## src/rtl/bd_merge_pkg.sv

```systemverilog
// Shared types and constants for the N-input BD word merge.
// No logic of its own; the default code-table builder is elaborated at compile time.
// No flow control here.
package bd_merge_pkg;

  // Leaf code inserted by the tag/count source when a channel carries payload only
  localparam int TAG_CT_CODE = 30;

  // Upper bounds used to size the shared skid-buffer entry
  localparam int MAX_NIN   = 16;
  localparam int MAX_NCODE = 32;
  localparam int MAX_WORD  = 64;
  localparam int MAX_SRC   = 4;

  typedef enum logic {ARB, LOCK} arb_state_t;

  typedef struct packed {
    logic [MAX_WORD-1:0] word;
    logic [MAX_SRC-1:0]  src;
  } skid_entry_t;

  // Builds a table with TAG_CT_CODE in every nin slot of ncode bits, slot 0 at the LSB
  function automatic logic [MAX_NIN*MAX_NCODE-1:0] default_code_table(input int nin, input int ncode);
    logic [MAX_NIN*MAX_NCODE-1:0] t;
    t = '0;
    for (int i = 0; i < MAX_NIN; i++) begin
      for (int b = 0; b < MAX_NCODE; b++) begin
        if (i < nin && b < ncode) t[i*ncode+b] = TAG_CT_CODE[b];
      end
    end
    return t;
  endfunction

endpackage

```

## src/rtl/bd_word_merge_n_arb.sv

```systemverilog
// Round-robin arbiter that holds its grant on one input until that input's last word.
// Grant is combinational from registered ptr/lock state and req; state updates on the transfer edge.
// Never stalls by itself; the caller gates the grant with buffer space.
module rr_arbiter_lock
  import bd_merge_pkg::*;
#(
  parameter int NIN = 4
) (
  input  logic                   clk,
  input  logic                   reset,
  input  logic [NIN-1:0]         req,
  input  logic [NIN-1:0]         last,
  input  logic                   xfer,
  output logic [NIN-1:0]         grant,
  output logic [$clog2(NIN)-1:0] grant_idx
);

  localparam int IW = $clog2(NIN);

  arb_state_t    state;
  logic [IW-1:0] ptr;
  logic [IW-1:0] lock_idx;
  logic [IW-1:0] cand;
  logic          hit;

  // Locked: hold the lock owner. Otherwise first requester after ptr, wrapping at NIN-1.
  always_comb begin
    grant     = '0;
    grant_idx = lock_idx;
    cand      = '0;
    hit       = 1'b0;
    if (state == LOCK) begin
      grant = NIN'(1) << lock_idx;
    end else begin
      grant_idx = '0;
      for (int k = 1; k <= NIN; k++) begin
        cand = IW'((int'(ptr) + k) % NIN);
        if (!hit && req[cand]) begin
          hit       = 1'b1;
          grant_idx = cand;
        end
      end
      if (hit) grant = NIN'(1) << grant_idx;
    end
  end

  // Every transfer moves ptr; a non-last word locks, the owner's last word unlocks
  always_ff @(posedge clk) begin
    if (reset) begin
      state    <= ARB;
      ptr      <= IW'(NIN - 1);
      lock_idx <= '0;
    end else if (xfer) begin
      ptr <= grant_idx;
      if (state == ARB && !last[grant_idx]) begin
        state    <= LOCK;
        lock_idx <= grant_idx;
      end else if (state == LOCK && last[grant_idx]) begin
        state <= ARB;
      end
    end
  end

endmodule

```

## src/rtl/bd_word_merge_n.sv

```systemverilog
// N-input merge with per-input code insertion, locked round-robin and a 2-entry skid buffer.
// One cycle: a word accepted at edge k is on out_d from edge k; one word per cycle sustained.
// in_a drops when both skid entries are full; in_a never depends on out_a. Counters: BD_MERGE_COUNT_EN.
module bd_word_merge_n
  import bd_merge_pkg::*;
#(
  parameter int                   NIN         = 4,
  parameter int                   NPAYLOAD    = 20,
  parameter int                   NCODE       = 6,
  parameter logic [NIN-1:0]       INSERT_CODE = '0,
  parameter logic [NIN*NCODE-1:0] CODE_TABLE  = (NIN*NCODE)'(default_code_table(NIN, NCODE)),
  parameter int                   NCNT        = 16
) (
  input  logic                                clk,
  input  logic                                reset,
  input  logic [NIN-1:0]                      in_v,
  input  logic [NIN*(NPAYLOAD+NCODE)-1:0]     in_d,
  input  logic [NIN-1:0]                      in_last,
  output logic [NIN-1:0]                      in_a,
  output logic                                out_v,
  output logic [NPAYLOAD+NCODE-1:0]           out_d,
  output logic [$clog2(NIN)-1:0]              out_src,
  input  logic                                out_a
`ifdef BD_MERGE_COUNT_EN
  ,
  input  logic                                cnt_clear,
  output logic [NIN*NCNT-1:0]                 cnt
`endif
);

  localparam int W  = NPAYLOAD + NCODE;
  localparam int SW = $clog2(NIN);

  logic [NIN-1:0] grant;
  logic [SW-1:0]  grant_idx;
  logic           xfer;
  logic           pop;
  logic [1:0]     occ;
  logic [1:0]     occ_n;
  logic [W-1:0]   new_word;
  skid_entry_t    new_entry;
  skid_entry_t    skid_q [2];
  logic           unused_head;

  rr_arbiter_lock #(.NIN(NIN)) u_arb (
    .clk       (clk),
    .reset     (reset),
    .req       (in_v),
    .last      (in_last),
    .xfer      (xfer),
    .grant     (grant),
    .grant_idx (grant_idx)
  );

  assign in_a = (occ == 2'd2) ? '0 : grant;
  assign xfer = |(in_v & in_a);
  assign pop  = out_v & out_a;

  // Form the outgoing word: payload-only inputs get their table code spliced into the low bits
  always_comb begin
    new_word = in_d[int'(grant_idx)*W +: W];
    if (INSERT_CODE[grant_idx]) new_word[NCODE-1:0] = CODE_TABLE[int'(grant_idx)*NCODE +: NCODE];
    new_entry = '0;
    new_entry.word[W-1:0] = new_word;
    new_entry.src[SW-1:0] = grant_idx;
  end

  // Next occupancy: push and pop together leave it unchanged
  always_comb begin
    occ_n = occ;
    if (xfer && !pop)      occ_n = occ + 2'd1;
    else if (!xfer && pop) occ_n = occ - 2'd1;
  end

  // Skid buffer with the head always in slot 0 so outputs come straight from flops
  always_ff @(posedge clk) begin
    if (reset) begin
      occ       <= '0;
      out_v     <= 1'b0;
      skid_q[0] <= '0;
      skid_q[1] <= '0;
    end else begin
      occ   <= occ_n;
      out_v <= (occ_n != 2'd0);
      if (xfer) begin
        if (occ == 2'd0 || pop) skid_q[0] <= new_entry;
        else                    skid_q[1] <= new_entry;
      end else if (pop) begin
        skid_q[0] <= skid_q[1];
      end
    end
  end

  assign out_d       = skid_q[0].word[W-1:0];
  assign out_src     = skid_q[0].src[SW-1:0];
  assign unused_head = ^skid_q[0];

`ifdef BD_MERGE_COUNT_EN
  // Per-input accepted-word counters; saturate at all-ones, clear beats increment
  always_ff @(posedge clk) begin
    if (reset || cnt_clear) begin
      cnt <= '0;
    end else if (xfer && (cnt[int'(grant_idx)*NCNT +: NCNT] != {NCNT{1'b1}})) begin
      cnt[int'(grant_idx)*NCNT +: NCNT] <= cnt[int'(grant_idx)*NCNT +: NCNT] + NCNT'(1);
    end
  end
`else
  localparam int unused_ncnt = NCNT;
`endif

endmodule
```

## config.mk

```make
export PLATFORM = sky130hd
export DESIGN_NAME = bd_word_merge_n
export DESIGN_NICKNAME = d
export VERILOG_FILES = /design/src/rtl/bd_merge_pkg.sv /design/src/rtl/bd_word_merge_n_arb.sv /design/src/rtl/bd_word_merge_n.sv
export SDC_FILE = /design/constraint.sdc
export NUM_CORES = 1
export LEC_CHECK = 0
export CAP_MARGIN = 20
export CORE_UTILIZATION = 50
export CTS_CLUSTER_SIZE = 28
export DETAILED_ROUTE_END_ITERATION = 6
export PLACE_DENSITY = 0.87
export SLEW_MARGIN = 25
export SYNTH_ARGS = -nofsm -noshare
export SYNTH_HDL_FRONTEND = slang
export SYNTH_SLANG_ARGS = --single-unit
```

## constraint.sdc

```tcl
create_clock -name clk -period 15.4 [get_ports clk]
set_input_delay 3.85 -clock clk [delete_from_list [all_inputs] [get_ports clk]]
set_output_delay 3.85 -clock clk [all_outputs]
set_load 0.02 [all_outputs]
```

==> results.sh, run 1 <==
export IMPL_synth_cell_types=49
export IMPL_worstSkewPairLatency_ns=0.35
export IMPL_wl_met1_um=4760
export IMPL_final_cells=616
export IMPL_placementRows=33
export IMPL_yosysMostFrequentCell="edfxtp_1"
export IMPL_crit_arrival_ns=6.25
export IMPL_ys_seq_area_frac=0.424
export IMPL_yosysTopAreaCell="edfxtp_1"
export IMPL_whs_ns=0.544
export IMPL_critPathMaxStageDelay_ns=0.62
export IMPL_hp_class="reg -> reg"
export IMPL_max_freq_mhz=99.0
export IMPL_fp_dieH_um=95.3
export IMPL_r2r_cells=5
export IMPL_via_count=3734
export IMPL_grt_usage=0.254
export IMPL_crit_path_end_kind="output port"
export IMPL_syn2layout_area_growth_pct=38.0
export IMPL_dr_pass1_iters=4
export IMPL_register_area_sq_um=1840
export IMPL_switchingPower_mw=0.459
export IMPL_ctsHoldBuffers=0
export IMPL_synth_area_sq_um=4350
export IMPL_synth_common_cells="56 x edfxtp_1, 55 x and2_1, 50 x a221oi_2"
export IMPL_wl_met3_um=747
export IMPL_reg2reg_from="u_arb.lock_idx[1]"
export IMPL_ys_seq_elements=64
export IMPL_drc_errors=0
export IMPL_slew_viol_final=0
export IMPL_post_cts_buffers=0
export IMPL_syn_nets=502
export IMPL_antenna_cells=0
export IMPL_numCtsBuffers=9
export IMPL_cap_violations=0
export IMPL_cts_tree="done"
export IMPL_core_sq_um=8300
export IMPL_post_cts_resized=0
export IMPL_power_density_nw_per_um2=179
export IMPL_p_sw_frac=0.428
export IMPL_start_util=0.524
export IMPL_ys_warn_count=0
export IMPL_grt_overflow=0
export IMPL_peakVddDrop_v=0.000295
export IMPL_grt_pass1_vias=3620
export IMPL_wl_per_cell_um=18.6
export IMPL_drive_above_1_share=0.188
export IMPL_hpwlAfterDp_um=7790
export IMPL_dp_cells=600
export IMPL_synth_edf_count=56
export IMPL_crit_required_ns=11.55
export IMPL_p_clk_frac=0.132
export IMPL_cts_clk_slew_worst_paths_ns=0.07
export IMPL_synth_cells=384
export IMPL_fin_crit_sh=0.656
export IMPL_cp_cell_sequence="clkdlybuf4s50_1, inv_1, o32ai_4, nor2_1, o32a_1, nor2_1, clkdlybuf4s50_1"
export IMPL_nets=624
export IMPL_period_minus_slack_ns=10.10
export IMPL_worstSetupStartpointType="input port"
export IMPL_r2r_slack_ns=12.37
export IMPL_yosys_most_used_dff="edfxtp_1"
export IMPL_nFillCells=636
export IMPL_async_flop_share=0
export IMPL_hold_depth=2
export IMPL_worstSetupPathType="in -> out"
export IMPL_post_route_worst_setup_slack_ns=5.30
export IMPL_startpoint="in_v[3]"
export IMPL_pin_count=148
export IMPL_multi_input_area_sq_um=2270
export IMPL_port_buffers=147
export IMPL_worst_path_stages=7
export IMPL_ctsHtreeMaxLevel=3
export IMPL_gp_congestion=0.773
export IMPL_avgSynthCellArea_sq_um=11.3
export IMPL_drt_iter0_drc=195
export IMPL_p_leak_nw=2.06
export IMPL_ctsLongestPathBuffers=2
export IMPL_dr_wl_met2_um=5800
export IMPL_critPathTopFamily="buffers and inverters"
export IMPL_setup_violations=0
export IMPL_top_layer_used="met4"
export IMPL_dieArea_sq_um=9070
export IMPL_hp_start="skid_q[1][28]"
export IMPL_synth_top_area_share=0.387
export IMPL_numClockSinks=64
export IMPL_intPower_mw=0.613
export IMPL_grt_pass1_wl_um=17600
export IMPL_die_x_um=95.3
export IMPL_viasPerCell=6.06
export IMPL_relSlewSlack=0.353
export IMPL_clockRootBuffer="clkbuf_8"
export IMPL_worst_pin_slew_ns=0.967
export IMPL_critical_path_buf_inv_count=3
export IMPL_grt_max_degree=55
export IMPL_p_seq_frac=0.311
export IMPL_clock_skew_ns=0.0129
export IMPL_slowest_stage="clkdlybuf4s50_1"
export IMPL_worst_path_max_fanout=8
export IMPL_drt_wl_total_um=11400
export IMPL_final_hold_violation_count=0
export IMPL_combinationalPowerShare=0.557
export IMPL_antenna_found_initial=0
export IMPL_rsz0062_at_grt="false"
export IMPL_dp_slack_ns=5.31
export IMPL_setup_total_negative_slack_ns=0
export IMPL_outcome="complete, no violations"
export IMPL_ant_nets=0
export IMPL_yosys_top_cells_area="edfxtp_1 39%, a221oi_2 17%, and2_1 7.9%"
[path summary, 6_finish.rpt]
kind,end
setup reg to reg,skid_q[1][11]
setup / recovery,in_a[1]
hold reg to reg,skid_q[0][28]
hold / removal,skid_q[0][28]
[worst reg2reg max path, stage by stage, from the launching register on]
cell      delay [ns]
dfxtp_1         0.53
mux2i_1         0.19
a221oi_2        0.52
o21ai_4         0.39
o31ai_4         0.71
buf_4           0.38
[cell families after synthesis]
group,share of synthesized area
compound gates,0.308
buf+inv,0.0624
fa+ha+maj,0.00863
simple gates,0.171
mux,0.0239
xor+xnor,0.00201
flops,0.424
[power groups by stage]
stage | registers, mW | clock network (mW) | logic (mW)
floorplan | 0.368 | 0 | 0.390
detailed placement | 0.335 | 0 | 0.599
CTS | 0.333 | 0.144 | 0.600
global route | 0.341 | 0.153 | 0.641
finish | 0.333 | 0.142 | 0.597
global placement | 0.332 | 0 | 0.583
[routing by layer]
layer | global-route usage | vias to the layer above
met1 | 0.320 | 1800
met5 | 0 | -
met4 | 0.0682 | 0
met2 | 0.436 | 147
li1 | - | 1773
met3 | 0.0590 | 14
[placed cells by master, fill, tap and decap left out, types with 2 or more instances in the layout]
cell type          n
o31ai_1           16
clkinv_2           2
o21ai_0            5
clkbuf_8           9
a221oi_1           3
a21oi_1            8
mux2i_1            7
clkinvlp_4         2
ha_1               3
or3_1              3
nand3_1           28
nor3_1            27
nand2_1            5
inv_1              9
buf_4              7
edfxtp_1          56
a311oi_1           2
o31ai_4            2
o211ai_1           3
clkdlybuf4s50_1  147
a221oi_2          50
nand2b_1           3
nor2_1            11
mux2_2             3
dfxtp_1            8
o31ai_2           10
o21a_1             2
and2_1            54
clkinv_4           2
[registers in the layout (all words and copies together) (netlist names)]
signal and cells:
u_arb.state 1, u_arb.lock_idx 2, occ 2, u_arb.ptr 2, skid_q 56, out_v 1
[through the flow]
stage	util	total power, mW	cell area [sq um]
after floorplan	-	0.758	4350
after CTS	0.723	1.08	6000
after global routing	0.723	1.13	6000
after global placement	0.699	0.915	5800
final	0.723	1.07	6000
after detailed placement	0.700	0.934	5810
[final cells by class]
type / instances / area share
clock buffer: 9 / 0.0206
tap: 105 / 0.0219
timing repair buffer: 154 / 0.254
inverter: 9 / 0.00563
sequential: 64 / 0.307
clock inverter: 7 / 0.0121
multi-input combinational: 268 / 0.379
Note: power is estimated with default switching activity, not from simulation.
==> run 2, diff against run 1 <==
CORE_UTILIZATION = 46   (was 50)
PLACE_DENSITY = 0.81   (was 0.87)
clock period = 10.36 ns   (was 15.4 ns; I/O delays follow)
==> results.sh, run 2 (same netlist as run 1, synthesis figures left out) <==
export IMPL_ctsHtreeMaxLevel=3
export IMPL_worst_path_stages=7
export IMPL_grt_pass1_vias=3748
export IMPL_clockRootBuffer="clkbuf_8"
export IMPL_mostFrequentLayoutCells="147 x clkdlybuf4s50_1, 56 x edfxtp_1, 54 x and2_1"
export IMPL_die_x_um=99.2
export IMPL_largest_register="skid_q"
export IMPL_power_density_nw_per_um2=267
export IMPL_placementRows=35
export IMPL_setup_total_negative_slack_ns=0
export IMPL_worst_pin_slew_ns=0.961
export IMPL_register_area_sq_um=1840
export IMPL_crit_required_ns=7.77
export IMPL_wl_per_cell_um=18.9
export IMPL_drt_wl_total_um=11800
export IMPL_worst_path_max_fanout=8
export IMPL_post_cts_resized=0
export IMPL_drive_above_1_share=0.186
export IMPL_pin_count=148
export IMPL_worstSkewPairLatency_ns=0.33
export IMPL_core_sq_um=9200
export IMPL_cp_cell_sequence="clkdlybuf4s50_1, inv_1, o32ai_4, nor2_1, o32a_1, nor2_1, clkdlybuf4s50_1"
export IMPL_critPathTopFamily="buffers and inverters"
export IMPL_port_buffers=147
export IMPL_r2r_cells=6
export IMPL_layout_commonest_cell="clkdlybuf4s50_1"
export IMPL_critPathMaxStageDelay_ns=0.61
export IMPL_cts_clk_slew_worst_paths_ns=0.07
export IMPL_period_minus_slack_ns=7.53
export IMPL_nFillCells=737
export IMPL_post_route_worst_setup_slack_ns=2.83
export IMPL_drc_errors=0
export IMPL_hpwlAfterDp_um=8020
export IMPL_multi_input_area_sq_um=2280
export IMPL_fp_dieH_um=99.2
export IMPL_grt_busiest_layer="met2"
export IMPL_slowest_stage="clkdlybuf4s50_1"
export IMPL_relSlewSlack=0.359
export IMPL_antenna_found_initial=0
export IMPL_drt_iter0_drc=165
export IMPL_start_util=0.473
export IMPL_rsz0062_at_grt="false"
export IMPL_cap_violations=0
export IMPL_dp_slack_ns=2.84
export IMPL_ant_nets=0
export IMPL_dpl_cell_area_sq_um=5810
export IMPL_hp_class="reg -> reg"
export IMPL_outcome="complete, no violations"
export IMPL_post_cts_buffers=0
export IMPL_grt_util_met2=0.424
export IMPL_numClockSinks=64
export IMPL_dieArea_sq_um=9840
export IMPL_critical_path_buf_inv_count=3
export IMPL_max_freq_mhz=133
export IMPL_clock_skew_ns=0.0105
export IMPL_p_leak_nw=2.07
export IMPL_nets=624
export IMPL_numCtsBuffers=9
export IMPL_antenna_cells=0
export IMPL_crit_arrival_ns=4.94
export IMPL_use_met3=0.0401
export IMPL_slew_viol_final=0
export IMPL_dr_pass1_iters=4
export IMPL_ctsHoldBuffers=0
export IMPL_grt_overflow=0
export IMPL_syn2layout_area_growth_pct=38.6
export IMPL_final_hold_violation_count=0
export IMPL_viasPerCell=5.99
export IMPL_largest_register_ffs=56
export IMPL_cts_tree="done"
export IMPL_grt_usage=0.245
export IMPL_peakVddDrop_v=0.000345
export IMPL_via_count=3724
export IMPL_setup_violations=0
export IMPL_fin_crit_sh=0.727
export IMPL_ctsLongestPathBuffers=2
export IMPL_grt_use_met1=0.313
export IMPL_crit_path_end_kind="output port"
export IMPL_hold_depth=2
export IMPL_grt_pass1_wl_um=18800
export IMPL_worstSetupPathType="in -> out"
export IMPL_gp_congestion=0.804
export IMPL_final_area_sq_um=6030
export IMPL_worstSetupStartpointType="input port"
export IMPL_grt_max_degree=56
==> run 2: routing by layer <==
layer | vias up | routed length, um | part of all wire
met4 | 0 | 129 | 0.011
met1 | 1814 | 5110 | 0.43
li1 | 1775 | - | -
met3 | 14 | 607 | 0.052
met2 | 121 | 5930 | 0.50
met5 | - | 0 | 0
==> run 2: path summary, 6_finish.rpt <==
check,startpoint,to,slack [ns]
worst max register to register,u_arb.lock_idx[1],skid_q[1][27],7.28
worst min-delay path,skid_q[1][5],skid_q[0][5],0.55
worst min register to register,skid_q[1][5],skid_q[0][5],0.55
worst max-delay path,in_v[3],in_a[1],2.83
==> run 2: per-stage QoR <==
stage / utilization / power, mW / hold WS (ns) / std cells
floorplan: - / 1.13 / 0.503 / 384
global placement: 0.631 / 1.37 / 0.525 / 605
detailed placement: 0.632 / 1.39 / 0.533 / 605
CTS: 0.652 / 1.60 / 0.549 / 621
global route: 0.655 / 1.71 / 0.573 / 622
finish: 0.655 / 1.61 / 0.546 / 622
==> run 2: layout make-up <==
class,count,area share
Clock buffer,12,0.0241
Clock inverter,4,0.00748
Inverter,9,0.00561
Multi-Input combinational cell,268,0.378
Sequential cell,64,0.306
Tap cell,111,0.0230
Timing Repair Buffer,154,0.256
==> run 2: worst reg2reg max path, cell delays in order (launching register included) <==
cell and delay (ns):
dfxtp_1 0.53, mux2i_1 0.19, a221oi_2 0.52, o21ai_4 0.24, buf_16 0.23, o31ai_4 0.68, buf_4 0.37
==> run 2: power by group <==
group	switching, mW	leakage (nW)	internal (mW)
combinational	0.537	1.30	0.369
clock	0.0934	0.100	0.117
sequential	0.0502	0.668	0.444
==> RTL change 1 (settings of run 2) <==
Put a register stage on the outputs `out_d` and `out_src`. The values now appear one clock later. The other outputs are not delayed to match. Comments in the files are not updated.
--- a/src/rtl/bd_word_merge_n.sv
+++ b/src/rtl/bd_word_merge_n.sv
@@ -92,6 +92,8 @@
   end
 
-  assign out_d       = skid_q[0].word[W-1:0];
-  assign out_src     = skid_q[0].src[SW-1:0];
+  always_ff @(posedge clk) begin
+    out_d   <= skid_q[0].word[W-1:0];
+    out_src <= skid_q[0].src[SW-1:0];
+  end
   assign unused_head = ^skid_q[0];
 
Behaviour: not the same (Yosys sat finds a counterexample within 4 cycles, from zero or initial values and one cycle with reset high).
==> RTL change 1 against run 2 <==
The flow now finishes with violations (design-rule violations). Synthesized cell count down 24%. Utilization up 2.3 points. Via count down 20%. Critical path depth unchanged. Area after synthesis down 3.2%. Routed wire length down 17%. Combinational power down 11%. Largest cell class is now sequential cells. Setup slack worse by 0.052 ns. Worst hold slack worse by 0.20 ns. Highest routed layer unchanged. Design area down 0.87%. Total power up 5.7%. Sequential cell count up 28.
==> RTL change 1: results <==
status:
  status: "finished with violations"
  violations: "design-rule violations"
cts:
  cts_buffers: 9
  cts.clk_slew.worst_paths_ns: 0.08
  clk_latency_ns: 0.35
  cts_setup_buffers: 0
  clock_path_buffers: 2
  cts_resized: 0
  htree_levels: 3
  root_buffer: "clkbuf_8"
min_path:
  hold_path.class: "reg2reg"
  min_to: "out_d[14]"
  worstHoldStart: "skid_q[0][18]"
  min_path_cells: 0
yosys:
  syn_nets: 408
  synth_enable_flop_cells: 56
  synthArstFlopShare: 0
  ys.warnings.count: 0
  synth_ff_type: "edfxtp_1"
  synth_compound_area_frac: 0.132
  yosys.area_share.adder: 0.00892
  synth_mux_area_frac: 0.146
  synth-seq-area-share: 0.571
  syn_area_per_cell_um2: 14.5
  synthTopCellsByCount: "edfxtp_1, dfxtp_1, a21o_1, and2_1, mux4_2"
  ys_top_cells_by_area: "edfxtp_1, dfxtp_1, mux4_2"
  synth-xor-area-share: 0.00416
  synth_cell_types: 47
global_route:
  grt_pass1_vias: 3073
  grt_first_pass_wirelength_um: 15600
  grt_max_degree: 31
  grt_util_all_layers: 0.214
  antenna_found_initial: 0
final_layout:
  n_fill_cell: 659
  drive_gt1_frac: 0.142
  reg_top3: "skid_q: 56 flops, out_d: 26 flops"
  nNetsFinal: 556
  layout.cells.non_filler: 551
  top_register: "skid_q"
sta:
  timing.slew.headroom: 0.505
  skew_ns: 0.0150
  hold_slack_ns: 0.345
drt:
  drt_iter0_drc: 120
  drt_first_pass_iters: 7
  vias: 2963
  drc: 14
  routedWlPerCell_um: 17.7
place:
  dpl.hpwl_um: 7220
  port_buffers: 147
  place.gp.congestion: 0.885
  placedCellCount: 535
worst_setup_path:
  r2r_cells: 10
  arrival_ns: 4.99
  r2r_slack_ns: 7.25
  path_max_fanout: 9
  r2r_end: "u_arb.state"
  r2r_start: "u_arb.ptr[0]"
power_and_ir_drop:
  vdd_drop_max_uv: 174
  power.leakage_nw: 2.38
RTL change 1: cell types whose count changed in the layout (fill, tap and decap cells not counted), sizes merged, moves of 23 or more:
cell    delta
nand3     -23
mux4      +26
o31ai     -27
and2      -25
nor3      -26
dfxtp     +28
a221oi    -52
a21o      +30
RTL change 1: layout make-up:
class                   instances  area [um^2]  share of cell area
well taps                     108          135              0.0226
clock buffers                  12          145              0.0243
inverters                       6         22.5             0.00377
flip-flops and latches         92         2400               0.402
clock inverters                 4         51.3             0.00859
multi-input cells             175         1680               0.281
repair buffers                154         1540               0.258
RTL change 1: power by group:
group	switching, W	leakage, nW	total (W)	internal [W]
sequential	0.0000625	0.898	0.000660	0.000598
clock	0.000120	0.0966	0.000238	0.000119
combinational	0.000394	1.39	0.000804	0.000410
total	0.000576	2.38	0.00170	0.00113
RTL change 1: cell families after synthesis:
logic type	after synthesis
DFF	92
and+or+nand+nor	76
AOI/OAI and AO/OA	65
muxes	29
buffers and inverters	23
adders and majority gates	3
xor gates and xnor gates	2
RTL change 1: worst max-delay path, cell delays in order:
cell,delay (ns)
clkdlybuf4s50_1,0.56
o21a_1,0.27
a211oi_1,0.42
nand4_1,0.23
o22a_1,0.23
nor2_1,0.09
clkdlybuf4s50_1,0.61
RTL change 1: stage by stage:
stage	worst slack, ns	power [W]	area [um^2]
2_1_floorplan	4.01	0.00122	4210
3_3_place_gp	2.95	0.00145	5740
3_5_place_dp	2.82	0.00148	5780
4_1_cts	2.80	0.00172	5970
5_1_grt	2.68	0.00180	5970
6_report	2.78	0.00170	5970
RTL change 1: worst max path at each step:
stage	startpoint	end	slack [ns]	cells after the start
after global placement	in_v[1]	in_a[2]	2.95	7
after CTS	in_v[1]	in_a[2]	2.80	7
after detailed placement	in_v[1]	in_a[2]	2.82	7
final	in_v[1]	in_a[2]	2.78	7
after floorplan	in_v[0]	in_a[2]	4.01	5
after global routing	in_v[1]	in_a[2]	2.68	7
RTL change 1: per-layer routing:
metal	share of wire	up-vias	routed length [um]	track usage
li1	-	1410	-	-
met1	0.41	1431	3990	0.262
met2	0.52	99	5080	0.368
met3	0.040	23	391	0.0345
met4	0.029	0	280	0.104
met5	0	-	0	0
==> RTL change 2 (config.mk and constraints of run 2) <==
Made on the original files. `NIN` is set to 4 in 2 places; all go to 8.
--- a/src/rtl/bd_word_merge_n_arb.sv
+++ b/src/rtl/bd_word_merge_n_arb.sv
@@ -5,5 +5,5 @@
   import bd_merge_pkg::*;
 #(
-  parameter int NIN = 4
+  parameter int NIN = 8
 ) (
   input  logic                   clk,
--- a/src/rtl/bd_word_merge_n.sv
+++ b/src/rtl/bd_word_merge_n.sv
@@ -5,5 +5,5 @@
   import bd_merge_pkg::*;
 #(
-  parameter int                   NIN         = 4,
+  parameter int                   NIN         = 8,
   parameter int                   NPAYLOAD    = 20,
   parameter int                   NCODE       = 6,
Interface: changed (5 resized); port bits go from 148 to 265. No check against the original RTL was run, so the function may have changed too.
==> RTL change 2 against run 2 <==
Setup slack got worse by 1.4 ns. Routed wire length rose by 83%. Synthesized cell count increased by 50%. Sequential cell count grew 4. Utilization increased by 4.2 points. Count of clock-buffer cells in the layout decreased by 2. Design area is 55% higher. Die area increased by 45%. Area after synthesis is 46% higher. Largest cell class unchanged.
Power is left out: the tool's default activity adds up to more than one toggle a clock period on the data nets, which glitch-free logic cannot reach.
==> RTL change 2: results <==
place:
  port_buffers: 264
  place.gp.congestion: 0.899
  place_area_um2: 9000
final_layout:
  nNetsFinal: 1046
  n_fill_cell: 1034
  drive_gt1_frac: 0.153
worst_setup_path:
  r2r_end: "u_arb.state"
  slowest_delay_ns: 0.68
  arrival_ns: 6.34
  r2r_start: "u_arb.ptr[1]"
  r2r_cells: 18
  cp_slowest_cell: "mux4_1"
  r2r_slack_ns: 3.90
global_route:
  grt_pass1_vias: 5846
  grt_util_all_layers: 0.295
  grt_first_pass_wirelength_um: 32300
  met1_usage: 0.373
  use_met3: 0.0761
  met2_usage: 0.495
  grt_max_degree: 59
yosys:
  synth_most_common_cell: "mux2i_1"
  synth_enable_flop_cells: 58
  ys_top_cells_by_area: "edfxtp_1, mux2i_1, mux2_2"
  synth_cell_types: 83
  syn_nets: 807
  synth-seq-area-share: 0.307
sta:
  worst_pin_slew_ns: 1.04
  skew_ns: 0.00930
min_path:
  min_path_cells: 1
  worstHoldStart: "skid_q[1][14]"
  min_to: "skid_q[0][14]"
cts:
  root_buffer: "clkbuf_16"
drt:
  drt_first_pass_iters: 5
  drt_iter0_drc: 392
  vias: 5868
status:
  status: "complete, no violations"
[RTL change 2: kinds of logic (layout without fill, tap and decap cells)]
kind of cell	count (synthesis)	count (layout)	synth area share
AO/OA/AOI/OAI	158	158	0.230
XOR/XNOR	7	7	0.0127
adder cells (fa/ha/maj)	5	5	0.00989
buffers and inverters	60	304	0.0581
flip-flops	68	68	0.307
multiplexers	164	164	0.286
AND/OR/NAND/NOR	113	113	0.0971
[RTL change 2: critical path: cells and delay by family]
family | cells | cell delay [ns]
buffers and inverters | 2 | 1.16
AND/OR/NAND/NOR | 6 | 1.41
multiplexers | 2 | 0.92
AO/OA/AOI/OAI | 2 | 0.24
[RTL change 2: how the worst max path moves through the flow]
stage               cells after the start  slack, ns       to
finish                                 12       1.43  in_a[7]
global route                           12       1.19  in_a[7]
global placement                       13       1.57  in_a[6]
detailed placement                     13       1.48  in_a[2]
CTS                                    13       1.47  in_a[2]
floorplan                              11       2.72  in_a[5]
[RTL change 2: layer usage]
metal | share of wire | wire length (um)
met1 | 0.41 | 8820
met4 | 0.025 | 542
met5 | 0 | 0
met2 | 0.48 | 10300
met3 | 0.089 | 1910
[RTL change 2: metrics by stage]
stage / hold WS (ns) / util / std cells / setup slack (ns)
4_1_cts: 0.520 / 0.696 / 994 / 1.47
2_1_floorplan: 0.490 / - / 575 / 2.72
5_1_grt: 0.526 / 0.698 / 995 / 1.19
3_5_place_dp: 0.503 / 0.675 / 978 / 1.48
3_3_place_gp: 0.500 / 0.674 / 978 / 1.57
6_report: 0.520 / 0.698 / 995 / 1.43
[RTL change 2: final cells by class]
| class | instances | area [um^2] | share of cell area |
|---|---|---|---|
| multi-input combinational | 447 | 4090 | 0.439 |
| timing repair buffer | 272 | 2710 | 0.291 |
| sequential | 68 | 1940 | 0.209 |
| clock buffer | 10 | 229 | 0.0246 |
| tap | 176 | 220 | 0.0236 |
| clock inverter | 6 | 63.8 | 0.00685 |
| inverter | 16 | 60.1 | 0.00645 |
